[config.mk]
export PLATFORM = sky130hd
export DESIGN_NAME = sb_trans_parser
export DESIGN_NICKNAME = d
export VERILOG_FILES = /design/src/rtl/sb_pkg.sv /design/src/rtl/sb_crc16.sv /design/src/rtl/sb_trans_parser.sv
export SDC_FILE = /design/constraint.sdc
export NUM_CORES = 1
export LEC_CHECK = 0
export ABC_AREA = 1
export BUFFER_PORTS_ARGS = -buffer_cell sky130_fd_sc_hd__buf_2
export CORE_UTILIZATION = 33
export DETAILED_ROUTE_END_ITERATION = 10
export GPL_TIMING_DRIVEN = 0
export MAX_ROUTING_LAYER = met4
export PLACE_DENSITY_LB_ADDON = 0.1
export SKIP_LAST_GASP = 1
export SYNTH_ARGS = -nofsm -noshare
export SYNTH_HDL_FRONTEND = slang
export SYNTH_HIERARCHICAL = 1
export SYNTH_SLANG_ARGS = --single-unit
[constraint.sdc]
create_clock -name sb_clk -period 4.9 [get_ports sb_clk]
set_input_delay 0.49 -clock sb_clk [delete_from_list [all_inputs] [get_ports sb_clk]]
set_output_delay 0.49 -clock sb_clk [all_outputs]
set_load 0.005 [all_outputs]
[src/rtl/sb_pkg.sv]
// Shared symbol constants, parser state and error encodings, and the CRC-16 byte step
// used by the sideband transaction parser.
package sb_pkg;

    localparam logic [7:0]  DLE      = 8'hFE;
    localparam logic [7:0]  STX_CMD  = 8'h05;
    localparam logic [7:0]  STX_RSP  = 8'h04;
    localparam logic [7:0]  ETX      = 8'h40;
    localparam logic [7:0]  LSE      = 8'h80;
    localparam logic [7:0]  CLSE     = 8'h7F;
    localparam logic [15:0] CRC_INIT = 16'hFFFF;
    localparam logic [15:0] CRC_POLY = 16'h8005;

    typedef enum logic [2:0] {
        ST_DISCONNECT,
        ST_IDLE,
        ST_DLE1,
        ST_AT_BODY,
        ST_AT_DLE,
        ST_LT_BODY
    } sb_state_e;

    typedef enum logic [2:0] {
        ERR_NONE  = 3'd0,
        ERR_SYM   = 3'd1,
        ERR_LEN   = 3'd2,
        ERR_COUNT = 3'd3,
        ERR_CRC   = 3'd4,
        ERR_ESC   = 3'd5,
        ERR_BUSY  = 3'd6
    } sb_err_e;

    // MSB-first, non-reflected CRC-16 update for one byte.
    function automatic logic [15:0] crc16_byte(input logic [15:0] crc, input logic [7:0] data);
        logic [15:0] c;
        c = crc;
        for (int i = 7; i >= 0; i--) begin
            c = {c[14:0], 1'b0} ^ ((c[15] ^ data[i]) ? CRC_POLY : 16'h0000);
        end
        return c;
    endfunction

endpackage

[src/rtl/sb_crc16.sv]
// Combinational byte-wide CRC-16 next-state step.
module sb_crc16
    import sb_pkg::*;
(
    input  logic [15:0] crc_in,
    input  logic [7:0]  data_in,
    output logic [15:0] crc_out
);

    always_comb begin
        crc_out = crc16_byte(crc_in, data_in);
    end

endmodule

[src/rtl/sb_trans_parser.sv]
// Sideband symbol parser: destuffs AT frames into a payload buffer with length/CRC
// checking, reports LT symbols, and counts dropped frames.
module sb_trans_parser
    import sb_pkg::*;
#(
    parameter int MAX_DATA_BYTES = 64,
    parameter int LEN_W          = 7,
    parameter int CHECK_CRC      = 1
) (
    input  logic             sb_clk,
    input  logic             rst,
    input  logic             sym_valid,
    input  logic [7:0]       sym_data,
    input  logic             sym_error,
    input  logic             tconnect,
    input  logic             tdisconnect,
    output logic             at_valid,
    input  logic             at_ready,
    output logic             at_is_resp,
    output logic             at_write,
    output logic             at_read,
    output logic [7:0]       at_addr,
    output logic [LEN_W-1:0] at_len,
    input  logic [LEN_W-1:0] pl_rd_idx,
    output logic [7:0]       pl_rd_data,
    output logic             lt_valid,
    output logic [7:0]       lt_symbol,
    output logic             trans_error,
    output logic [2:0]       err_code,
    output logic [7:0]       drop_cnt,
    output logic             disconnect
);

    localparam int               CNT_W   = LEN_W + 2;
    localparam logic [LEN_W-1:0] MAX_LEN = LEN_W'(MAX_DATA_BYTES);

    sb_state_e        state_q, state_d;
    logic [CNT_W-1:0] cnt_q, cnt_d;
    logic [15:0]      crc_q, crc_d, crc_rx_q, crc_rx_d, crc_nxt;
    logic [7:0]       addr_q, addr_d;
    logic [LEN_W-1:0] len_q, len_d;
    logic             wnr_q, wnr_d, resp_q, resp_d, taint_q, taint_d;
    logic             at_valid_q, at_valid_d, at_is_resp_q, at_is_resp_d;
    logic             at_write_q, at_write_d, at_read_q, at_read_d;
    logic [7:0]       at_addr_q, at_addr_d;
    logic [LEN_W-1:0] at_len_q, at_len_d;
    logic             lt_valid_q, lt_valid_d, trans_error_q, trans_error_d;
    logic [7:0]       lt_symbol_q, lt_symbol_d, drop_cnt_q, drop_cnt_d;
    logic [2:0]       err_code_q, err_code_d;
    logic             disconnect_q, disconnect_d;
    logic [7:0]       buf_q [MAX_DATA_BYTES];
    logic             buf_we;
    logic [CNT_W-1:0] buf_wa, frame_end;
    logic             len_known, pending;
    logic             start_ev, body_ev, accept_ev, lt_ev;
    sb_err_e          err;

    // Frame length on the wire after destuffing: addr, len byte, data, two CRC bytes.
    assign frame_end = CNT_W'(len_q) + CNT_W'(4);
    assign len_known = (cnt_q >= CNT_W'(2));
    assign pending   = at_valid_q & ~at_ready;

    sb_crc16 u_crc (
        .crc_in  (start_ev ? CRC_INIT : crc_q),
        .data_in (sym_data),
        .crc_out (crc_nxt)
    );

    always_ff @(posedge sb_clk or negedge rst) begin
        if (!rst) begin
            state_q       <= ST_DISCONNECT;
            cnt_q         <= '0;
            crc_q         <= CRC_INIT;
            crc_rx_q      <= '0;
            addr_q        <= '0;
            len_q         <= '0;
            wnr_q         <= 1'b0;
            resp_q        <= 1'b0;
            taint_q       <= 1'b0;
            at_valid_q    <= 1'b0;
            at_is_resp_q  <= 1'b0;
            at_write_q    <= 1'b0;
            at_read_q     <= 1'b0;
            at_addr_q     <= '0;
            at_len_q      <= '0;
            lt_valid_q    <= 1'b0;
            lt_symbol_q   <= '0;
            trans_error_q <= 1'b0;
            err_code_q    <= '0;
            drop_cnt_q    <= '0;
            disconnect_q  <= 1'b1;
        end else begin
            state_q       <= state_d;
            cnt_q         <= cnt_d;
            crc_q         <= crc_d;
            crc_rx_q      <= crc_rx_d;
            addr_q        <= addr_d;
            len_q         <= len_d;
            wnr_q         <= wnr_d;
            resp_q        <= resp_d;
            taint_q       <= taint_d;
            at_valid_q    <= at_valid_d;
            at_is_resp_q  <= at_is_resp_d;
            at_write_q    <= at_write_d;
            at_read_q     <= at_read_d;
            at_addr_q     <= at_addr_d;
            at_len_q      <= at_len_d;
            lt_valid_q    <= lt_valid_d;
            lt_symbol_q   <= lt_symbol_d;
            trans_error_q <= trans_error_d;
            err_code_q    <= err_code_d;
            drop_cnt_q    <= drop_cnt_d;
            disconnect_q  <= disconnect_d;
        end
    end

    always_comb begin
        state_d   = state_q;
        err       = ERR_NONE;
        start_ev  = 1'b0;
        body_ev   = 1'b0;
        accept_ev = 1'b0;
        lt_ev     = 1'b0;
        if (tdisconnect) begin
            state_d = ST_DISCONNECT;
        end else if (state_q == ST_DISCONNECT) begin
            if (tconnect) state_d = ST_IDLE;
        end else if (sym_valid) begin
            if (sym_error) begin
                err     = ERR_SYM;
                state_d = ST_IDLE;
            end else begin
                case (state_q)
                    ST_IDLE: if (sym_data == DLE) state_d = ST_DLE1;
                    ST_DLE1: begin
                        if (sym_data == STX_CMD || sym_data == STX_RSP) begin
                            state_d  = ST_AT_BODY;
                            start_ev = 1'b1;
                        end else if (sym_data == LSE) begin
                            state_d  = ST_LT_BODY;
                            start_ev = 1'b1;
                        end else if (sym_data != DLE) begin
                            state_d = ST_IDLE;
                        end
                    end
                    ST_AT_BODY: begin
                        if (sym_data == DLE) state_d = ST_AT_DLE;
                        else body_ev = 1'b1;
                    end
                    ST_AT_DLE: begin
                        state_d = ST_IDLE;
                        if (sym_data == DLE) begin
                            state_d = ST_AT_BODY;
                            body_ev = 1'b1;
                        end else if (sym_data == ETX) begin
                            if (!len_known || cnt_q != frame_end) err = ERR_COUNT;
                            else if (CHECK_CRC != 0 && crc_q != crc_rx_q) err = ERR_CRC;
                            else if (pending || taint_q) err = ERR_BUSY;
                            else accept_ev = 1'b1;
                        end else begin
                            err = ERR_ESC;
                        end
                    end
                    ST_LT_BODY: begin
                        if (cnt_q == '0) begin
                            lt_ev = 1'b1;
                        end else begin
                            state_d = ST_IDLE;
                            if (sym_data != CLSE) err = ERR_ESC;
                        end
                    end
                    default: state_d = ST_IDLE;
                endcase
                // Overrun and oversized length abort at the offending byte.
                if (body_ev) begin
                    if (len_known && cnt_q == frame_end) err = ERR_COUNT;
                    else if (cnt_q == CNT_W'(1) && sym_data[LEN_W-1:0] > MAX_LEN) err = ERR_LEN;
                    if (err != ERR_NONE) state_d = ST_IDLE;
                end
            end
        end
    end

    always_comb begin
        cnt_d         = cnt_q;
        crc_d         = crc_q;
        crc_rx_d      = crc_rx_q;
        addr_d        = addr_q;
        len_d         = len_q;
        wnr_d         = wnr_q;
        resp_d        = resp_q;
        taint_d       = taint_q;
        at_valid_d    = at_valid_q & ~at_ready;
        at_is_resp_d  = at_is_resp_q;
        at_write_d    = at_write_q;
        at_read_d     = at_read_q;
        at_addr_d     = at_addr_q;
        at_len_d      = at_len_q;
        lt_valid_d    = 1'b0;
        lt_symbol_d   = lt_symbol_q;
        trans_error_d = 1'b0;
        err_code_d    = err_code_q;
        drop_cnt_d    = drop_cnt_q;
        disconnect_d  = (state_d == ST_DISCONNECT);
        buf_we        = 1'b0;
        buf_wa        = cnt_q - CNT_W'(2);
        if (start_ev) begin
            cnt_d   = '0;
            crc_d   = crc_nxt;
            resp_d  = (sym_data == STX_RSP);
            taint_d = 1'b0;
        end
        if (body_ev && err == ERR_NONE) begin
            cnt_d = cnt_q + CNT_W'(1);
            if (!len_known || cnt_q < frame_end - CNT_W'(2)) crc_d = crc_nxt;
            if (cnt_q == '0) begin
                addr_d = sym_data;
            end else if (cnt_q == CNT_W'(1)) begin
                wnr_d = sym_data[7];
                len_d = sym_data[LEN_W-1:0];
            end else if (cnt_q < frame_end - CNT_W'(2)) begin
                // Never overwrite the payload of a frame the consumer has not taken yet.
                if (pending) taint_d = 1'b1;
                else buf_we = 1'b1;
            end else if (cnt_q == frame_end - CNT_W'(2)) begin
                crc_rx_d[7:0] = sym_data;
            end else begin
                crc_rx_d[15:8] = sym_data;
            end
        end
        if (lt_ev) begin
            lt_valid_d  = 1'b1;
            lt_symbol_d = sym_data;
            cnt_d       = cnt_q + CNT_W'(1);
        end
        if (accept_ev) begin
            at_valid_d   = 1'b1;
            at_is_resp_d = resp_q;
            at_write_d   = wnr_q & ~resp_q;
            at_read_d    = ~wnr_q & ~resp_q;
            at_addr_d    = addr_q;
            at_len_d     = len_q;
        end
        if (err != ERR_NONE) begin
            trans_error_d = 1'b1;
            err_code_d    = err;
            if (drop_cnt_q != 8'hFF) drop_cnt_d = drop_cnt_q + 8'd1;
        end
    end

    generate
        for (genvar gi = 0; gi < MAX_DATA_BYTES; gi++) begin : g_buf
            always_ff @(posedge sb_clk) begin
                if (buf_we && buf_wa == CNT_W'(gi)) buf_q[gi] <= sym_data;
            end
        end
    endgenerate

    always_comb begin
        pl_rd_data = 8'h00;
        for (int i = 0; i < MAX_DATA_BYTES; i++) begin
            if (pl_rd_idx == LEN_W'(i) && pl_rd_idx < at_len_q) pl_rd_data = buf_q[i];
        end
    end

    assign at_valid    = at_valid_q;
    assign at_is_resp  = at_is_resp_q;
    assign at_write    = at_write_q;
    assign at_read     = at_read_q;
    assign at_addr     = at_addr_q;
    assign at_len      = at_len_q;
    assign lt_valid    = lt_valid_q;
    assign lt_symbol   = lt_symbol_q;
    assign trans_error = trans_error_q;
    assign err_code    = err_code_q;
    assign drop_cnt    = drop_cnt_q;
    assign disconnect  = disconnect_q;

endmodule
After elaboration in Yosys (flattened, before gate mapping):

Memory sizes are Yosys's and may differ from the RTL's.
Cells that the tools add are included.

* register bits: 103
* RAM bits: 512
* input bits: 22
* output and inout bits: 49
* word-level logic and storage cells: 894
* memories kept: 1

* $add $sub $neg: 5
* $lt $le $gt $ge: 4
* eq/ne operators: 144
* multiplexer cells: 479
* bitwise logic cells: 26
* reduce and logical (&&, ||, !) cells: 213

Memory list
* buf_q: words 64, bits a word 8, read ports 64, clocked after Yosys merged registers in 0, write ports 1, RTL line sb_trans_parser.sv:51 `logic [7:0] buf_q [MAX_DATA_BYTES];`

Operators by type and width (number)
* $mux W8: 127
* $reduce_or A8 Y1: 63
* $mux W6: 63
* $eq A9 B6 Y1 const B: 32
* $mux W1: 238
* $eq A7 B6 Y1 const B: 32
* $mux W16: 12
* $eq A9 B5 Y1 const B: 16
* $logic_and A1 B1 Y1: 131
* $xor A16 B16 Y16: 8
* $eq A7 B5 Y1 const B: 16
* $mux W3: 32
* $eq A9 B4 Y1 const B: 8
* $eq A7 B4 Y1 const B: 8
* $eq A9 B3 Y1 const B: 4
* $eq A7 B3 Y1 const B: 4
* $mux W9: 3
* $eq A9 B1 Y1 const B: 2
* $eq A9 B2 Y1 const B: 2
* $logic_not A9 Y1: 2
* $eq A8 B3 Y1 const B: 2
* $eq A8 B8 Y1 const B: 2
* $ne A16 B16 Y1: 1
* $ne A8 B8 Y1 const B: 2
* 34 further kinds: 61

Longest topological paths before layout:

* depth in word-level cells: 91
* depth in mapped cells: 48

Modules after synthesis:

Netlist, hierarchy kept.

By module, submodules not included
* sb_trans_parser: times used 1, cells each 2394, area each 26096.3 sq um, sequential area each 17973.5 sq um
* sb_crc16: times used 1, cells each 74, area each 483.0 sq um, sequential area each 0.0 sq um

Least setup slack after synthesis:

No wires, ideal clock.

* path kind: input-to-output
* start point: input pl_rd_idx[6]
* end point: output pl_rd_data[4]
* arrival time: 3.629 ns
* required time: 4.410 ns
* setup slack: 0.781 ns
* stages: 42
* buffers on the path: 2
* cell sequence: ha_1 -> nand2_1 -> nor2_1 -> nand2_4 -> nand2_8 -> inv_2 -> buf_6 -> buf_6 -> nand3_1 -> nand3_1 -> nor2_1 -> nand4_1 -> nor2_1 -> nand4_1 -> nand2_1 -> nand3_1 -> nand2_1 -> nand4_1 -> [... 6 more ...] -> nand2_1 -> nand4_1 -> nor2_1 -> nand4_1 -> nand2_1 -> nand4_1 -> nor2_1 -> nand4_1 -> nand2_1 -> nand4_1 -> nand2_1 -> nand4_1 -> nand2_1 -> nand3_1 -> nand2_1 -> nand4_1 -> nand2_1 -> nand4_1

* cells in the longest elaborated chain, start to end: 66
* elaborated cells between the ends (all ways): 193

Ends and longest elaborated chain
* start, declared: RTL line sb_trans_parser.sv:24 `input logic [LEN_W-1:0] pl_rd_idx,`
* $lt A7 B7 Y1 or $logic_not A7 Y1 (tied branches): RTL line sb_trans_parser.sv:262 `if (pl_rd_idx == LEN_W'(i) && pl_rd_idx < at_len_q) pl_rd_data = buf_q[i];`
* $logic_and A1 B1 Y1: RTL line sb_trans_parser.sv:262
* $mux W8 (63 in series): RTL line sb_trans_parser.sv:262
* $mux W8 *: RTL line sb_trans_parser.sv:262
* end, declared: RTL line sb_trans_parser.sv:25 `output logic [7:0] pl_rd_data,`

Mark *: on every way between the ends. The rest lies on a longest branch, timed or not.

Worst setup path in the final report:

* start point: register at_len_q[1] (netlist: at_len[1])
* end point: output pl_rd_data[4]

* cells in the longest elaborated chain, start to end: 66
* elaborated cells between the ends (all ways): 129

Ends and longest elaborated chain
* start, declared: RTL line sb_trans_parser.sv:46 `logic [LEN_W-1:0] at_len_q, at_len_d;`
* start signal, assigned: RTL line sb_trans_parser.sv:107 `at_len_q <= at_len_d;`
* $lt A7 B7 Y1 *: RTL line sb_trans_parser.sv:262
* $logic_and A1 B1 Y1: RTL line sb_trans_parser.sv:262
* $mux W8 (63 in series): RTL line sb_trans_parser.sv:262
* $mux W8 *: RTL line sb_trans_parser.sv:262

Marks and branches as above.

==> summary.txt <==
Global route
  • Largest net degree at the start of global routing: 69
  • Initial antenna violation count: 0
  • Total gr overflow: 0
  • Total track usage: 0.198
  • First-pass GRT wire length: 117000 um
  • Vias in the first global route: 18600

Detailed routing
  • Wirelength, routed: 77500 um
  • 1st-pass router iterations: 5
  • Total number of vias: 18300
  • Number of DRC markers in iteration 0: 1247
  • Final ANT Viol Nets: 0
  • Vias/cell: 4.86
  • DR WL/cell: 20.6 um
  • Residual DRC: 0

CTS
  • Clock transition at path regs: 0.06 ns
  • Sink Count: 615
  • Worst-case clock buffer depth: 3
  • Clock root buffer: clkbuf_16
  • H-tree levels: 3
  • Clock Latency Late Sink: 0.62 ns
  • TritonCTS clock tree: yes
  • Cts bufs inserted: 72

Pwr
  • Peak supply drop: 0.220 mV
  • Switch share: 0.224
  • Net Sw Power: 2720 uW
  • Leak: 0.0120 uW
  • Clock share of power: 0.468
  • Cell-internal power: 9410 uW
  • Power Density: 375 nW/um^2
  • Sequential power share: 0.475
  • Gate power share: 0.057

STA
  • Post-route minimum period: 6.64 ns
  • Min Hold Slack: 0.0423 ns
  • Fmax: 151 MHz
  • Slew HR: 0.0467
  • Setup violators final: 8
  • Actual slew at the worst max-slew pin: 1.43 ns
  • Final hold violation count: 0
  • Clock Skews: 0.0284 ns
  • Final slew viol count: 0
  • Unrepaired setup endpoints after global routing: true
  • Fin crit share: 1.35
  • Final Worst Setup Slack: -1.74 ns
  • Setup TNS: -12.80 ns

Synth
  • Yosys Warn Count: 6
  • Asr flop ratio synth: 0.167
  • FF+latch count, synth: 615
  • Main synth FF type: edfxtp_1
  • Post-synth net total: 2515
  • Post-Synthesis Cells: 2468
  • Register area share after synthesis: 0.676
  • Post-synth EDFFs: 512
  • Syn Area/Cell: 10.8 sq um
  • Synth cell types: 49
  • Mapped Area: 26600 sq um

Floorplan
  • Chip Width: 286 um
  • Row count: 103
  • Top Ports: 71
  • Die Y: 286 um
  • Die ar.: 81700 sq um
  • Core Area: 79400 sq um
  • Starting density of the core: 0.335

Cells and area
  • Area growth, synth to finish: 21.6%
  • Fin area: 32300 sq um
  • Final nets: 2702
  • Final core utilization: 0.407
  • Post-Layout Cell Count: 3764
  • Filler cells: 7736
  • Layout cells sized above 1: 0.177
  • Commonest non-fill, non-tap cell in the layout: nand2_1
  • Commonest cells after routing, fill and taps aside: 626 x nand2_1, 512 x edfxtp_1, 249 x inv_1, 161 x nor2_1, 119 x nand4_1

Setup path
  • Buffers plus inverters on the worst setup path: 7
  • CP peak stage delay: 0.34 ns
  • Required @ worst endpoint: 4.41 ns
  • Crit path top cell by count: nand4_1
  • R2R Setup Slk: 0.34 ns
  • Critical path type: reg -> out
  • Crit path launch type: flop
  • Worst Path Max Fanout: 3
  • CP Capture Type: output pin
  • Slowest-stage cell, CP: dfrtp_1
  • R2R cell count: 22
  • Largest delay contributor family on the critical path: simple AND/OR/NAND/NOR gates
  • Critical Path AT: 6.15 ns
  • Stages on worst setup path: 47

Place
  • Placed cells: 3597
  • Area after DPL: 28500 sq um
  • GPL Wtd Cong: 0.842
  • Port Buffers: 70
  • Placed wire-length estimate: 52700 um

Worst hold path
  • Hold path depth: 2
  • Min-Delay Path Class: in -> reg

Run status
  • Status: finished with violations
  • Violated checks: setup timing

Flow run
  • Max_cap viols: 0
flip-flops by register name, summed over array words and instances, names as in the netlist, 3 cells and up:
name,count
buf_q,512
cnt_q,9
lt_symbol,8
addr_q,8
crc_rx_q,16
at_addr,8
err_code,3
drop_cnt,8
len_q,7
at_len,7
state_q,3
crc_q,16
synthesized netlist by cell type (2+ instances only):
| cell type | instances | area share |
|---|---|---|
| ha_1 | 25 | 0.012 |
| buf_4 | 5 | 0.0014 |
| nor2_2 | 2 | 0.00047 |
| nand3_2 | 4 | 0.0015 |
| edfxtp_1 | 512 | 0.58 |
| nor3_1 | 51 | 0.0096 |
| o22ai_1 | 4 | 0.00094 |
| a31oi_1 | 16 | 0.0038 |
| buf_6 | 4 | 0.0017 |
| buf_2 | 2 | 0.00038 |
| xnor2_1 | 29 | 0.0096 |
| buf_1 | 3 | 0.00042 |
| o21ai_0 | 74 | 0.014 |
| clkbuf_1 | 31 | 0.0044 |
| and2_1 | 2 | 0.00047 |
| inv_2 | 6 | 0.00085 |
| nand2_2 | 11 | 0.0026 |
| a21oi_1 | 112 | 0.021 |
| xor2_1 | 27 | 0.0089 |
| nor4_1 | 7 | 0.0016 |
| nand3_1 | 82 | 0.015 |
| nand4_1 | 119 | 0.028 |
| nor3b_1 | 4 | 0.0011 |
| clkinv_1 | 5 | 0.00071 |
| a211oi_1 | 4 | 0.0011 |
| nand2_4 | 6 | 0.0025 |
| inv_1 | 254 | 0.036 |
| or2_2 | 30 | 0.0071 |
| and3_1 | 2 | 0.00047 |
| dfstp_2 | 17 | 0.017 |
| nand2_1 | 665 | 0.094 |
| dfrtp_1 | 86 | 0.081 |
| nor2_1 | 251 | 0.035 |
final cells by class:
cell class | instances | area [sq um] | area share
clock buffer | 90 | 1980 | 0.0614
timing repair buffer | 115 | 993 | 0.0307
inverter | 265 | 1000 | 0.0309
clock inverter | 42 | 507 | 0.0157
sequential | 615 | 18000 | 0.556
tap | 1050 | 1310 | 0.0406
buffer | 43 | 223 | 0.00689
antenna | 1 | 2.50 | 0.0000774
multi-input combinational | 1543 | 8320 | 0.257
metrics by stage:
stage          power, uW  setup slack [ns]
2_1_floorplan       6170             0.781
4_1_cts            12200             -1.98
5_1_grt            12500             -2.27
3_5_place_dp        6500             -1.87
3_3_place_gp        6470             -2.36
6_report           12100             -1.74
cells by family (layout without fill, tap and decap cells):
| family | after synthesis | after routing | synth area share |
|---|---|---|---|
| flip-flops | 615 | 615 | 0.676 |
| AO/OA/AOI/OAI | 219 | 219 | 0.0441 |
| XOR/XNOR | 57 | 57 | 0.0191 |
| other | 0 | 1 | 0 |
| AND/OR/NAND/NOR | 1242 | 1242 | 0.203 |
| adder cells (fa/ha/maj) | 25 | 25 | 0.0118 |
| buffers and inverters | 310 | 555 | 0.0457 |
final timing paths:
check | from | to
min | tconnect | disconnect
max reg2reg | cnt_q[0] | buf_q[1][89]
min in group asynchronous | rst | lt_symbol[7]
min reg2reg | err_code[2] | err_code[2]
max in group asynchronous | rst | drop_cnt[0]
max | at_len[1] | pl_rd_data[4]
layer usage:
| layer | share of wire | global-route usage |
|---|---|---|
| met5 | 0 | - |
| met3 | 0.053 | 0.0343 |
| met4 | 0.026 | 0.0586 |
| met2 | 0.46 | 0.311 |
| met1 | 0.46 | 0.262 |
power groups by stage:
stage / logic, uW / clock network [uW] / registers (uW)
floorplan: 308 / 0 / 5860
global placement: 598 / 0 / 5870
detailed placement: 630 / 0 / 5870
CTS: 678 / 5790 / 5760
global route: 763 / 5980 / 5770
finish: 691 / 5670 / 5770
what timing repair did:
item	in CTS	in global routing
pin swaps	30	66
hold buffers	1	0
setup buffers	15	20
endpoints found under the hold margin	36	0
resized for setup	185	76
endpoints found under the setup margin	520	520
gates cloned	0	0
No activity file was read; power rests on OpenSTA's default activity.
